--- src/rtl/tcp_logger_record_ctrl.sv ---
// rtl/tcp_logger_record_ctrl.sv - packet sequencing and log-commit control FSM for the TCP logger record tile
// Optional dropped-packet counter: define TCP_LOGGER_RECORD_DROP_CNT_EN.
module tcp_logger_record_ctrl #(
  parameter int unsigned DROP_CNT_W = 32
) (
  input  logic clk,
  input  logic rst_n,
  input  logic noc0_logger_record_val,
  output logic logger_record_noc0_rdy,
  output logic logger_record_noc0_val,
  input  logic noc0_logger_record_rdy,
  output logic ctrl_datap_store_hdr,
  output logic ctrl_datap_mod_hdr_flit,
  output logic ctrl_datap_store_len,
  output logic ctrl_datap_incr_num_flits,
  output logic ctrl_datap_incr_addr,
  output logic ctrl_wr_logger_mem_val,
  input  logic datap_ctrl_last_flit,
  input  logic datap_ctrl_no_body,
  input  logic datap_ctrl_log_full,
  input  logic record_en
`ifdef TCP_LOGGER_RECORD_DROP_CNT_EN
  ,
  output logic [DROP_CNT_W-1:0] dropped_cnt
`endif
);

  typedef enum logic [1:0] {
    HDR,
    META,
    TCP_HDR,
    BODY
  } state_e;

  state_e state_q, state_d;
  logic   xfer;

  assign logger_record_noc0_val = noc0_logger_record_val;
  assign logger_record_noc0_rdy = noc0_logger_record_rdy;
  assign xfer = noc0_logger_record_val & noc0_logger_record_rdy;

  always_comb begin
    state_d                   = state_q;
    ctrl_datap_store_hdr      = 1'b0;
    ctrl_datap_mod_hdr_flit   = 1'b0;
    ctrl_datap_store_len      = 1'b0;
    ctrl_datap_incr_num_flits = 1'b0;
    ctrl_datap_incr_addr      = 1'b0;
    ctrl_wr_logger_mem_val    = 1'b0;
    case (state_q)
      HDR: begin
        // Held for the whole header phase so egress data is stable under backpressure.
        ctrl_datap_mod_hdr_flit = 1'b1;
        if (xfer) begin
          ctrl_datap_store_hdr = 1'b1;
          state_d              = datap_ctrl_no_body ? HDR : META;
        end
      end
      META: begin
        if (xfer) begin
          ctrl_datap_store_len      = 1'b1;
          ctrl_datap_incr_num_flits = 1'b1;
          state_d                   = datap_ctrl_last_flit ? HDR : TCP_HDR;
        end
      end
      TCP_HDR: begin
        if (xfer) begin
          ctrl_datap_incr_num_flits = 1'b1;
          if (record_en && !datap_ctrl_log_full) begin
            ctrl_wr_logger_mem_val = 1'b1;
            ctrl_datap_incr_addr   = 1'b1;
          end
          state_d = datap_ctrl_last_flit ? HDR : BODY;
        end
      end
      BODY: begin
        if (xfer) begin
          ctrl_datap_incr_num_flits = 1'b1;
          if (datap_ctrl_last_flit) state_d = HDR;
        end
      end
      default: state_d = HDR;
    endcase
    // Reset forces every control strobe low immediately, not just at the next edge.
    if (!rst_n) begin
      ctrl_datap_store_hdr      = 1'b0;
      ctrl_datap_mod_hdr_flit   = 1'b0;
      ctrl_datap_store_len      = 1'b0;
      ctrl_datap_incr_num_flits = 1'b0;
      ctrl_datap_incr_addr      = 1'b0;
      ctrl_wr_logger_mem_val    = 1'b0;
    end
  end

  always_ff @(posedge clk or negedge rst_n) begin
    if (!rst_n) state_q <= HDR;
    else        state_q <= state_d;
  end

`ifdef TCP_LOGGER_RECORD_DROP_CNT_EN
  logic [DROP_CNT_W-1:0] dropped_cnt_q, dropped_cnt_d;

  always_comb begin
    dropped_cnt_d = dropped_cnt_q;
    if (state_q == TCP_HDR && xfer && record_en && datap_ctrl_log_full &&
        dropped_cnt_q != {DROP_CNT_W{1'b1}}) begin
      dropped_cnt_d = dropped_cnt_q + 1'b1;
    end
  end

  always_ff @(posedge clk or negedge rst_n) begin
    if (!rst_n) dropped_cnt_q <= '0;
    else        dropped_cnt_q <= dropped_cnt_d;
  end

  assign dropped_cnt = dropped_cnt_q;
`endif

endmodule

--- config.mk ---
export PLATFORM = sky130hd
export DESIGN_NAME = tcp_logger_record_ctrl
export DESIGN_NICKNAME = d
export VERILOG_FILES = /design/src/rtl/tcp_logger_record_ctrl.sv
export SDC_FILE = /design/constraint.sdc
export NUM_CORES = 1
export LEC_CHECK = 0
export CAP_MARGIN = 20
export CORE_AREA = 2 2 39 41
export CTS_CLUSTER_DIAMETER = 50
export CTS_CLUSTER_SIZE = 16
export DETAILED_ROUTE_END_ITERATION = 16
export DIE_AREA = 0 0 41 43
export SETUP_SLACK_MARGIN = 0.02
export SLEW_MARGIN = 15
export SYNTH_ARGS = -nofsm -noshare
export SYNTH_HDL_FRONTEND = slang
export SYNTH_SLANG_ARGS = --single-unit
export TNS_END_PERCENT = 50
--- constraint.sdc ---
create_clock -name clk -period 1.4 [get_ports clk]
set_clock_uncertainty 0.05 [all_clocks]
set_input_delay 0.14 -clock clk [delete_from_list [all_inputs] [get_ports clk]]
set_output_delay 0.14 -clock clk [all_outputs]
set_load 0.01 [all_outputs]
==> impl_metrics.yaml, run 1 <==
setup_path:
  cp-end-kind: "register"
  crit_buf_inv: 2
  cp.arrival_ns: 1.43
  rr_startpoint: "state_q[0]$_DFFE_PN0P_"
  critical_path_class: "register to register"
  path_cells: "buf_4 -> buf_4 -> or3_1 -> a41oi_2"
  critPathMaxStageDelay_ns: 0.41
  r2r_end: "state_q[0]$_DFFE_PN0P_"
  r2r_setup_slack_ns: 0.07
  start_kind: "register"
  crit_fanout: 5
  ff2ff_path_depth: 4
  slowest_stage: "dfrtp_1"
  path_common_cell: "buf_4"
  critical_path.top_delay_family: "flip-flops"
  critPathRequiredTime_ns: 1.50
floorplan:
  start_util: 0.119
  row_count: 14
  die_h_um: 43
  coreArea_mm2: 0.00138
  die-area_mm2: 0.00176
  ios: 16
  die_x_um: 41
route:
  drt_iter0_markers: 9
  wl_um: 549
  num_vias: 225
  wl_per_cell_um: 9.80
  ant_nets: 0
  route.detailed.drc: 0
  vias_per_cell: 4.02
  firstDrtPassIters: 4
pwr:
  p_leak_uw: 0.000160
  power_frac_comb: 0.351
  ir_worst_vdd_uv: 191
  seqPwrFrac: 0.265
  p_int_uw: 244
  p_sw_frac: 0.299
  powerDensity_mw_per_mm2: 937
  p_switching_uw: 104
  clockPowerShare: 0.385
synthesis:
  syn_avg_cell_area_um2: 8.69
  ys_ff_latch: 2
  yosysUniqueCellTypes: 13
  yosysWarnings: 0
  synth_cells: 19
  netlist_area_um2: 165
  synthesis.nets: 27
  yosysSeqAreaShare: 0.303
cells_and_area:
  fillers: 155
  top_regs: "state_q (2)"
  layout-drive-gt1-share: 0.500
  antenna_cells: 0
  syn_to_final_growth_pct: 125
  largest_reg_flops: 2
  top_register: "state_q"
  final_core_util: 0.269
  final_area_um2: 372
  layout.nets: 50
placement:
  place_area_um2: 350
  place_ws_ns: -0.345
  place.port_buffers: 15
  gp_congestion: 0.719
min_path:
  hold_class: "input port to asynchronous set/reset pin"
timing:
  slew_violations: 0
  fin_ws_ns: 0.0670
  setup_violations: 0
  slew_headroom: 0.888
  max_freq_mhz: 750
  finalSetupTns_ns: 0
  rsz0062_at_grt: "true"
  period_needed_ns: 1.33
  final.period_utilization: 0.952
  finalHoldViolCount: 0
  tightest_slew_ns: 0.168
global_route:
  antenna_found_initial: 0
  overflow: 0
  grt_pass1_vias: 213
  grtUsageTotal: 0.0713
  grt_pass1_wl_um: 738
  grt_max_degree: 6
clock_network:
  cts.sinks: 2
  h-tree-depth: 1
  numCtsBuffers: 3
  clk_pin_slew_worst_paths_ns: 0.03
  cts_tree: "done"
  cts.path.max_buffers: 2
  cts_root_buf: "clkbuf_4"
  clk_latency_ns: 0.23
flow_run:
  cap_violations: 0
status:
  status: "finished clean"
area by class of cell:
type	instances	area, um2	share of cell area
Sequential cell	2	51.3	0.138
Clock buffer	3	22.5	0.0606
Tap cell	16	20.0	0.0539
Timing Repair Buffer	21	168	0.451
Multi-Input combinational cell	14	110	0.296
worst max-delay path by stage:
stage,startpoint,endpoint,slack (ns),depth (start not counted)
4_1_cts,state_q[1]$_DFFE_PN0P_,ctrl_datap_mod_hdr_flit,0.02,3
5_1_grt,state_q[0]$_DFFE_PN0P_,state_q[0]$_DFFE_PN0P_,0.004,4
3_3_place_gp,noc0_logger_record_val,ctrl_datap_store_len,-0.32,4
2_1_floorplan,state_q[0]$_DFFE_PN0P_,ctrl_wr_logger_mem_val,0.27,3
3_5_place_dp,rst_n,ctrl_datap_store_len,-0.35,4
6_report,state_q[0]$_DFFE_PN0P_,state_q[0]$_DFFE_PN0P_,0.07,4
cell usage in the layout (no fill, tap or decap), types with 2 or more instances in the layout:
cell             count
a31oi_1              2
buf_2                4
buf_4                6
clkbuf_4             3
clkdlybuf4s50_1      7
dlygate4sd2_1        2
nor2_1               2
metrics by stage:
stage / power [uW] / cells / hold WS, ns
after floorplan: 131 / 19 / -0.206
after global placement: 204 / 52 / 0.392
after detailed placement: 205 / 52 / 0.398
after CTS: 348 / 56 / 0.180
after global routing: 364 / 56 / 0.197
final: 348 / 56 / 0.178
power by group through the flow:
stage | Clock, uW | Combinational (uW) | Sequential (uW)
after floorplan | 0 | 45.1 | 86.2
after global placement | 0 | 119 | 85.5
after detailed placement | 0 | 119 | 86.4
after CTS | 139 | 123 | 86.4
after global routing | 139 | 132 | 93.9
final | 134 | 122 | 92.1
layer usage:
metal	global-route usage	share of wire	vias to the layer above
li1	-	-	112
met1	0.0579	0.34	99
met2	0.100	0.47	12
met3	0.0314	0.15	2
met4	0.100	0.038	0
met5	0	0	-
cells in the mapped netlist:
master     instances  share of area
nand3_1            1          0.030
a21oi_1            1          0.030
nor2_1             3          0.068
dfrtp_1            2           0.30
nand2b_1           1          0.038
nor3b_1            1          0.045
buf_4              3           0.14
a41oi_2            1          0.099
nor3_1             1          0.030
or3_1              1          0.038
and2_1             1          0.038
a31oi_1            2          0.076
nand4bb_1          1          0.068
worst register-to-register path: stages, from the launching register on:
cell and delay (ns):
dfrtp_1 0.41, buf_4 0.15, buf_4 0.13, or3_1 0.38, a41oi_2 0.13
what timing repair did:
action,in CTS,in global routing
gates resized for setup,20,8
hold buffers,0,0
cloned,0,0
setup endpoints to repair,8,5
endpoints found under the hold margin,0,0
pin swaps,1,3
buffers inserted,1,0
cell families (layout without fill, tap and decap cells):
logic type | Yosys count | count (layout) | synth area share
AO/OA/AOI/OAI | 4 | 4 | 0.205
flip-flops | 2 | 2 | 0.303
AND/OR/NAND/NOR | 10 | 10 | 0.356
buffers and inverters | 3 | 24 | 0.136
Note: power is estimated with default switching activity, not from simulation.
==> run 2: changes to the inputs <==
- CTS_CLUSTER_DIAMETER: 50 -> 30
- TNS_END_PERCENT: 50 -> 20
==> run 2 against run 1 <==
Sequential share of layout area rose by 0.19 points; flip-flop and latch count unchanged; cell count fell by 1.8%; critical path type is now register to primary output; critical endpoint is now ctrl_wr_logger_mem_val; global-route usage shrank 0.10 points; fmax shrank 3.7%; power down 3.4%; setup slack got worse by 0.051 ns.
==> impl_metrics.yaml, run 2 (same netlist as run 1, synthesis figures left out) <==
status:
  status: "finished clean"
route:
  firstDrtPassIters: 4
  route.detailed.drc: 0
  wl_um: 542
  vias_per_cell: 4.11
  num_vias: 226
  ant_nets: 0
  drt_iter0_markers: 10
  wl_per_cell_um: 9.85
floorplan:
  die-area_mm2: 0.00176
  die_h_um: 43
  row_count: 14
  ios: 16
  coreArea_mm2: 0.00138
  die_x_um: 41
  start_util: 0.119
pwr:
  p_leak_uw: 0.000155
  p_switching_uw: 100
  clockPowerShare: 0.398
  seqPwrFrac: 0.269
  power_frac_comb: 0.333
  fin_total_pwr_uw: 336
  p_int_uw: 236
  powerDensity_mw_per_mm2: 917
  ir_worst_vdd_uv: 178
  p_sw_frac: 0.299
clock_network:
  cts.path.max_buffers: 2
  cts_tree: "done"
  cts_root_buf: "clkbuf_4"
  numCtsBuffers: 3
  clk_latency_ns: 0.23
  clk_pin_slew_worst_paths_ns: 0.03
  cts.sinks: 2
  h-tree-depth: 1
timing:
  final.period_utilization: 0.989
  rsz0062_at_grt: "true"
  period_needed_ns: 1.38
  tightest_slew_ns: 0.154
  slew_headroom: 0.898
  finalSetupTns_ns: 0
  slew_violations: 0
  setup_violations: 0
  max_freq_mhz: 723
  finalHoldViolCount: 0
cells_and_area:
  final_common_cell: "clkdlybuf4s50_1"
  antenna_cells: 0
  fillers: 153
  final_core_util: 0.265
  top_regs: "state_q (2)"
  layout.nets: 49
  seq_area_um2: 51.3
  syn_to_final_growth_pct: 122
  mostFrequentLayoutCells: "clkdlybuf4s50_1, buf_4, nor2_1, clkbuf_4, dlygate4sd2_1"
  multiInputGateArea_um2: 108
  top_register: "state_q"
  largest_reg_flops: 2
  layout-drive-gt1-share: 0.462
setup_path:
  critPathMaxStageDelay_ns: 0.41
  cp-end-kind: "primary output"
  path_cells: "nand4bb_1 -> nor2_1 -> clkdlybuf4s15_2"
  cp.arrival_ns: 1.19
  slowest_stage: "dfrtp_1"
  critPathRequiredTime_ns: 1.21
  crit_buf_inv: 1
  start_kind: "register"
  critical_path.top_delay_family: "flip-flops"
  crit_fanout: 5
  critical_path_class: "register to primary output"
global_route:
  grt_pass1_wl_um: 731
  grt_max_degree: 6
  antenna_found_initial: 0
  overflow: 0
  grtUsageTotal: 0.0703
  grt_pass1_vias: 212
placement:
  place.port_buffers: 15
  gp_congestion: 0.719
flow_run:
  cap_violations: 0
min_path:
  hold_class: "input port to asynchronous set/reset pin"
[run 2: cell types whose count changed in the layout (fill, tap and decap cells not counted), sizes merged]
| cell | change |
|---|---|
| buf | -3 |
| clkbuf | +1 |
| dlygate4sd2 | +1 |
[run 2: repair_timing]
action	4_1_cts	5_1_grt
setup buffers	0	0
gates cloned	0	0
setup endpoints to repair	8	6
hold buffers	0	0
gates resized for setup	15	9
hold endpoints to repair	0	0
pin swaps	0	2
[run 2: path summary, 6_finish.rpt]
path | startpoint | end | slack (ns) | depth (start not counted)
max reg2reg | state_q[0]$_DFFE_PN0P_ | state_q[0]$_DFFE_PN0P_ | 0.15 | 3
max in group asynchronous | rst_n | state_q[1]$_DFFE_PN0P_ | 1.02 | 2
min | rst_n | state_q[1]$_DFFE_PN0P_ | 0.18 | 2
max | state_q[0]$_DFFE_PN0P_ | ctrl_wr_logger_mem_val | 0.02 | 3
min reg2reg | state_q[1]$_DFFE_PN0P_ | state_q[1]$_DFFE_PN0P_ | 0.69 | 3
min in group clk | datap_ctrl_last_flit | state_q[1]$_DFFE_PN0P_ | 0.46 | 2
[run 2: per-stage QoR]
stage	hold slack, ns	cell area (um2)	cells	setup WS [ns]
global placement	0.392	350	52	-0.321
detailed placement	0.398	350	52	-0.345
global route	0.197	367	55	-0.0450
finish	0.177	367	55	0.0160
CTS	0.157	372	55	-0.0326
floorplan	-0.206	165	19	0.266
[run 2: area by class of cell]
class | count | share of cell area
Timing Repair Buffer | 20 | 0.451
Multi-Input combinational cell | 14 | 0.294
Sequential cell | 2 | 0.140
Clock buffer | 3 | 0.0614
Tap cell | 16 | 0.0546
[run 2: routing by layer]
metal | part of all wire | routed length [um] | up-vias | global-route usage
li1 | - | - | 110 | -
met1 | 0.34 | 183 | 100 | 0.0611
met2 | 0.46 | 252 | 14 | 0.0938
met3 | 0.15 | 84 | 2 | 0.0314
met4 | 0.039 | 21 | 0 | 0.100
met5 | 0 | 0 | - | 0
[run 2: power by group through the flow]
| stage | clock network [uW] | logic (uW) | registers (uW) |
|---|---|---|---|
| after floorplan | 0 | 45.1 | 86.2 |
| after global placement | 0 | 119 | 85.5 |
| after detailed placement | 0 | 119 | 86.4 |
| after CTS | 139 | 112 | 86.1 |
| after global routing | 139 | 120 | 92.2 |
| final | 134 | 112 | 90.4 |
==> run 3: changes to the inputs <==
- MAX_ROUTING_LAYER: unset -> met4
==> results of run 3 <==
Same layout as run 2: the final DEF is identical, and so are final timing and power.
Main changes from that run: final weighted congestion in routability-driven placement 0.719 -> 0.727; overall routing resource usage 0.0703 -> 0.0720
